$ cat config.mk
export PLATFORM = sky130hd
export DESIGN_NAME = onehot_pulse_decoder_flat
export DESIGN_NICKNAME = d
export VERILOG_FILES = /design/src/rtl/onehot_pulse_decoder_if.sv /design/src/rtl/onehot_pulse_decoder.sv /design/src/flat_wrapper.sv
export SDC_FILE = /design/constraint.sdc
export NUM_CORES = 1
export LEC_CHECK = 0
export CAP_MARGIN = 30
export CORE_UTILIZATION = 45
export CTS_CLUSTER_SIZE = 16
export DETAILED_ROUTE_END_ITERATION = 8
export PLACE_DENSITY = 0.74
export SLEW_MARGIN = 20
export SYNTH_ARGS = -nofsm -noshare
export SYNTH_HDL_FRONTEND = slang
export SYNTH_SLANG_ARGS = --single-unit
$ cat constraint.sdc
create_clock -name clk -period 1.8 [get_ports clk]
set_input_delay 0.36 -clock clk [delete_from_list [all_inputs] [get_ports clk]]
set_output_delay 0.36 -clock clk [all_outputs]
set_load 0.03 [all_outputs]
$ cat src/rtl/onehot_pulse_decoder_if.sv
// rtl/onehot_pulse_decoder_if.sv - code handshake and one-hot strobe bundle
// master offers codes, slave is the decoder producing the strobes.
interface onehot_pulse_decoder_if #(
   parameter int N_OUT = 8
);
   localparam int CODE_W = $clog2(N_OUT);

   logic              in_valid;
   logic [CODE_W-1:0] in_code;
   logic              in_ready;
   logic [N_OUT-1:0]  onehot;
   logic              busy;
   logic              done;
   logic              err;

   modport master (
      output in_valid, in_code,
      input  in_ready, onehot, busy, done, err
   );

   modport slave (
      input  in_valid, in_code,
      output in_ready, onehot, busy, done, err
   );
endinterface

$ cat src/rtl/onehot_pulse_decoder.sv
// rtl/onehot_pulse_decoder.sv - binary code to timed one-hot pulse decoder
// One accepted code lights its line for PULSE_LEN cycles, then GAP_LEN dark cycles.
module onehot_pulse_decoder #(
   parameter int N_OUT     = 8,
   parameter int PULSE_LEN = 4,
   parameter int GAP_LEN   = 1
) (
   input logic                    clk,
   input logic                    rst_n,
   onehot_pulse_decoder_if.slave  bus
);
   localparam int CODE_W  = $clog2(N_OUT);
   localparam int MAX_LEN = (PULSE_LEN > GAP_LEN) ? PULSE_LEN : GAP_LEN;
   localparam int CNT_W   = $clog2(MAX_LEN + 1);
   localparam logic [CODE_W:0]  N_LIM     = N_OUT[CODE_W:0];
   localparam logic [CNT_W-1:0] PULSE_CNT = CNT_W'(PULSE_LEN - 1);
   localparam logic [CNT_W-1:0] GAP_CNT   = CNT_W'((GAP_LEN > 0) ? GAP_LEN - 1 : 0);

   typedef enum logic [1:0] {IDLE, PULSE, GAP} state_t;

   state_t           state;
   logic [CNT_W-1:0] count;
   logic             xfer;
   logic             code_ok;

   assign bus.in_ready = (state == IDLE) && rst_n;
   assign bus.busy     = (state != IDLE);
   assign xfer         = bus.in_valid && bus.in_ready;
   // One extra bit so N_OUT itself is representable in the range check.
   assign code_ok      = {1'b0, bus.in_code} < N_LIM;

   always_ff @(posedge clk) begin
      if (!rst_n) begin
         state      <= IDLE;
         count      <= '0;
         bus.onehot <= '0;
         bus.done   <= 1'b0;
         bus.err    <= 1'b0;
      end else begin
         bus.done <= 1'b0;
         bus.err  <= 1'b0;
         case (state)
            IDLE: begin
               if (xfer) begin
                  if (code_ok) begin
                     state      <= PULSE;
                     bus.onehot <= N_OUT'(1) << bus.in_code;
                     count      <= PULSE_CNT;
                     bus.done   <= (PULSE_LEN == 1);
                  end else begin
                     bus.err <= 1'b1;
                  end
               end
            end
            PULSE: begin
               if (count == '0) begin
                  bus.onehot <= '0;
                  if (GAP_LEN > 0) begin
                     state <= GAP;
                     count <= GAP_CNT;
                  end else begin
                     state <= IDLE;
                  end
               end else begin
                  count    <= count - 1'b1;
                  // done is registered, so raise it one edge ahead of count==0.
                  bus.done <= (count == CNT_W'(1));
               end
            end
            GAP: begin
               if (count == '0) state <= IDLE;
               else             count <= count - 1'b1;
            end
            default: state <= IDLE;
         endcase
      end
   end
endmodule

$ cat src/flat_wrapper.sv
// flat-port wrapper written by rule: the top's interface ports become plain ports
module onehot_pulse_decoder_flat 
#(
   parameter int N_OUT     = 8,
   parameter int PULSE_LEN = 4,
   parameter int GAP_LEN   = 1
)
  (clk, rst_n, bus_in_valid, bus_in_code, bus_in_ready, bus_onehot, bus_busy, bus_done, bus_err);
  onehot_pulse_decoder_if #(.N_OUT(N_OUT)) bus_i ();
  input logic clk;
  input logic rst_n;
  input wire logic [$bits(bus_i.in_valid)-1:0] bus_in_valid;
  input wire logic [$bits(bus_i.in_code)-1:0] bus_in_code;
  output wire logic [$bits(bus_i.in_ready)-1:0] bus_in_ready;
  output wire logic [$bits(bus_i.onehot)-1:0] bus_onehot;
  output wire logic [$bits(bus_i.busy)-1:0] bus_busy;
  output wire logic [$bits(bus_i.done)-1:0] bus_done;
  output wire logic [$bits(bus_i.err)-1:0] bus_err;
  assign bus_i.in_valid = bus_in_valid;
  assign bus_i.in_code = bus_in_code;
  assign bus_in_ready = bus_i.in_ready;
  assign bus_onehot = bus_i.onehot;
  assign bus_busy = bus_i.busy;
  assign bus_done = bus_i.done;
  assign bus_err = bus_i.err;
  onehot_pulse_decoder #(.N_OUT(N_OUT), .PULSE_LEN(PULSE_LEN), .GAP_LEN(GAP_LEN)) u_core (.clk(clk), .rst_n(rst_n), .bus(bus_i));
endmodule
==> flow_summary.json, run 1 <==
{
  "route.detailed.vias_per_inst": 5.35,
  "synthTopCellsByArea": "sky130_fd_sc_hd__dfxtp_1, sky130_fd_sc_hd__ha_1, sky130_fd_sc_hd__mux2i_1",
  "cts.sinks": 14,
  "yosys-mux-area-fraction": 0.102,
  "highest-signal-layer": "met4",
  "placement.io_buffers": 16,
  "height_of_the_die_um": 43.7,
  "fin_skew_ns": 0.00698,
  "most-common-layout-cells": "sky130_fd_sc_hd__nor2_1, sky130_fd_sc_hd__clkdlybuf4s50_1, sky130_fd_sc_hd__dfxtp_1",
  "critPathCaptureType": "output port",
  "cts_inserted_buffers": 3,
  "yosys.area.top_type_share": 0.358,
  "mappedNetlistNets": 103,
  "path_buf_inv": 1,
  "p_leak_nw": 0.445,
  "grt_setup_unrepaired": "false",
  "io_pins": 18,
  "grt_start_max_net_pins": 12,
  "routed-via-count": 695,
  "synthSimpleGateAreaFrac": 0.189,
  "finalSetupTns_ns": 0,
  "postSynthRegisterBits": 14,
  "drtAntennaViolNets": 0,
  "grt_overflow": 0,
  "dp_slack_ns": 0.0400,
  "fin_ws_ns": 0.118,
  "htreeDepth": 1,
  "most_common_library_cell_in_the_layout_ignoring_fill_and_taps": "sky130_fd_sc_hd__nor2_1",
  "cp.arrival_ns": 1.32,
  "first_pass_iters": 6,
  "crit_fanout": 2,
  "coreArea_sq_mm": 0.00156,
  "route.met3.wl_um": 78,
  "critPathMaxStageDelay_ns": 0.69,
  "critPathKind": "flop to output port",
  "outcome": "finished, violations left",
  "finalHoldViolCount": 0,
  "synth.cell_area_sq_um": 782,
  "clk_path_buf_depth": 2,
  "avgSynthCellArea_sq_um": 8.79,
  "netlist_instances": 89,
  "timing.final.crit_period_ns": 1.68,
  "cp-start-kind": "flop",
  "report.final.setup_viol": 0,
  "final.period_utilization": 0.934,
  "nets": 129,
  "diodes": 0,
  "routed_wirelength_mm": 1.65,
  "synth.distinct_cells": 25,
  "synth.yosys.seq_area_share": 0.358,
  "achievable-frequency_mhz": 595,
  "vdd_ir_drop_max_mv": 0.899,
  "synth_compound_area_frac": 0.165,
  "final_gp_congestion": 0.795,
  "wl_met2_um": 807,
  "power_density_relative_to_cell_area_mw_per_mm2": 1520,
  "cts.clk_slew.worst_paths_ns": 0.09,
  "slew_violations": 0,
  "avgRoutedWirePerCell_um": 12.7,
  "globalRouteTotalUtil": 0.213,
  "vias_in_the_first_global_route": 690,
  "fraction_of_layout_cells_with_a_size_suffix_above_1": 0.158,
  "finish.utilization": 0.677,
  "clkLatencyLatePin_ns": 0.29,
  "path_delay_family": "buffers and inverters",
  "synth-adder-area-share": 0.128,
  "grt_first_pass_wirelength_mm": 2.99,
  "synthesis.yosys.warnings": 0,
  "post_dp_cell_area_sq_mm": 0.00102,
  "post_route_drc_violation_count": 2,
  "detailed_place_hpwl_mm": 1.28,
  "fp.dieArea_sq_mm": 0.00191,
  "post_synth_xor_area_fraction": 0,
  "initial_antenna_violation_count": 0,
  "cp_slowest_cell": "sky130_fd_sc_hd__clkdlybuf4s50_1",
  "failed_checks": "DRC",
  "drt_iter0_markers": 7,
  "maxCapViolations": 0,
  "cp.required_ns": 1.44,
  "starting_density_of_the_core": 0.502,
  "final_area_sq_mm": 0.00105,
  "num_rows": 14,
  "root_buffer": "sky130_fd_sc_hd__clkbuf_4",
  "flow.area_growth_from_synthesis_pct": 34.9,
  "synth_largest_area_cell": "sky130_fd_sc_hd__dfxtp_1",
  "path_cells": "clkdlybuf4s50_1",
  "die_x_um": 43.7,
  "worst_hold_path_type": "flop to flop",
  "cts_tree": "built",
  "main_combinational_cell_family_by_area_after_synthesis": "simple AND/OR/NAND/NOR gates",
  "met1_length_um": 757
}
## final cells by class
cell class / count / area (sq um)
well taps: 16 / 20.0
clock buffers: 4 / 36.3
inverters: 7 / 26.3
fillers: 130 / 504
flip-flops and latches: 14 / 280
multi-input cells: 65 / 467
repair buffers: 24 / 225
## metrics by stage
stage	hold WS, ns	cells	power (mW)
3_3_place_gp	0.460	126	1.35
3_5_place_dp	0.471	126	1.38
4_1_cts	0.493	130	1.61
2_1_floorplan	0.437	89	1.04
6_report	0.500	130	1.61
5_1_grt	0.533	130	1.72
## layer usage
| metal | track usage | vias up |
|---|---|---|
| met1 | 0.253 | 328 |
| met4 | 0.0750 | 0 |
| met2 | 0.355 | 17 |
| met3 | 0.0750 | 2 |
| li1 | - | 348 |
| met5 | 0 | - |
## state kept, by name (all words and copies together) (netlist names)
| name | flops |
|---|---|
| u_core.bus.onehot | 8 |
| u_core.count | 3 |
| u_core.state | 2 |
| u_core.bus.done | 1 |
## kinds of logic after synthesis
| logic type | count (synthesis) |
|---|---|
| AND/OR/NAND/NOR | 30 |
| flip-flops | 14 |
| other | 1 |
| buffers and inverters | 10 |
| multiplexers | 8 |
| adder cells (fa/ha/maj) | 8 |
| AO/OA/AOI/OAI | 18 |
## repair_timing
item	in CTS	in global routing
hold buffers	0	0
gates resized for setup	2	2
hold endpoints to repair	0	0
setup endpoints to repair	1	3
cloned	0	0
buffers inserted	0	0
## path summary, 6_finish.rpt
path,start,to,slack (ns),cells after the start
max reg2reg,u_core.state[1]$_SDFFE_PN0P_,u_core.bus.onehot[1]$_SDFFE_PN0P_,0.14,8
min,u_core.count[2]$_SDFFE_PN0P_,u_core.bus.done$_SDFF_PP0_,0.50,1
max,u_core.bus.onehot[4]$_SDFFE_PN0P_,bus_onehot[4],0.12,1
min reg2reg,u_core.count[2]$_SDFFE_PN0P_,u_core.bus.done$_SDFF_PP0_,0.50,1
## power by group
part	total, mW	switching, mW	internal, mW
Sequential	0.416	0.0465	0.370
Combinational	0.957	0.514	0.443
Clock	0.233	0.110	0.123
## Yosys cell counts
master                      instances
sky130_fd_sc_hd__clkbuf_1           2
sky130_fd_sc_hd__dfxtp_1           14
sky130_fd_sc_hd__nand3_1            1
sky130_fd_sc_hd__ha_1               8
sky130_fd_sc_hd__buf_4              1
sky130_fd_sc_hd__a21o_1             1
sky130_fd_sc_hd__o21ai_0            3
sky130_fd_sc_hd__a211oi_4           1
sky130_fd_sc_hd__nor2_1            15
sky130_fd_sc_hd__nand2b_4           1
sky130_fd_sc_hd__mux2i_1            8
sky130_fd_sc_hd__a21boi_2           1
sky130_fd_sc_hd__a21oi_1            7
sky130_fd_sc_hd__inv_1              7
sky130_fd_sc_hd__conb_1             1
sky130_fd_sc_hd__a2bb2oi_1          1
sky130_fd_sc_hd__nand2b_1           3
sky130_fd_sc_hd__nand2_1            3
sky130_fd_sc_hd__nor4_1             1
sky130_fd_sc_hd__o21a_1             2
sky130_fd_sc_hd__nand4b_1           1
sky130_fd_sc_hd__a211oi_1           1
sky130_fd_sc_hd__nand3b_1           1
sky130_fd_sc_hd__a311oi_1           1
sky130_fd_sc_hd__nor3_1             4
(Power assumes the default switching activity.)
==> inputs of run 2 (changes only) <==
Settings changed: HOLD_SLACK_MARGIN from default to 0.15.
==> results of run 2 <==
Same layout as run 1: the final DEF is identical, and so are final timing and power.
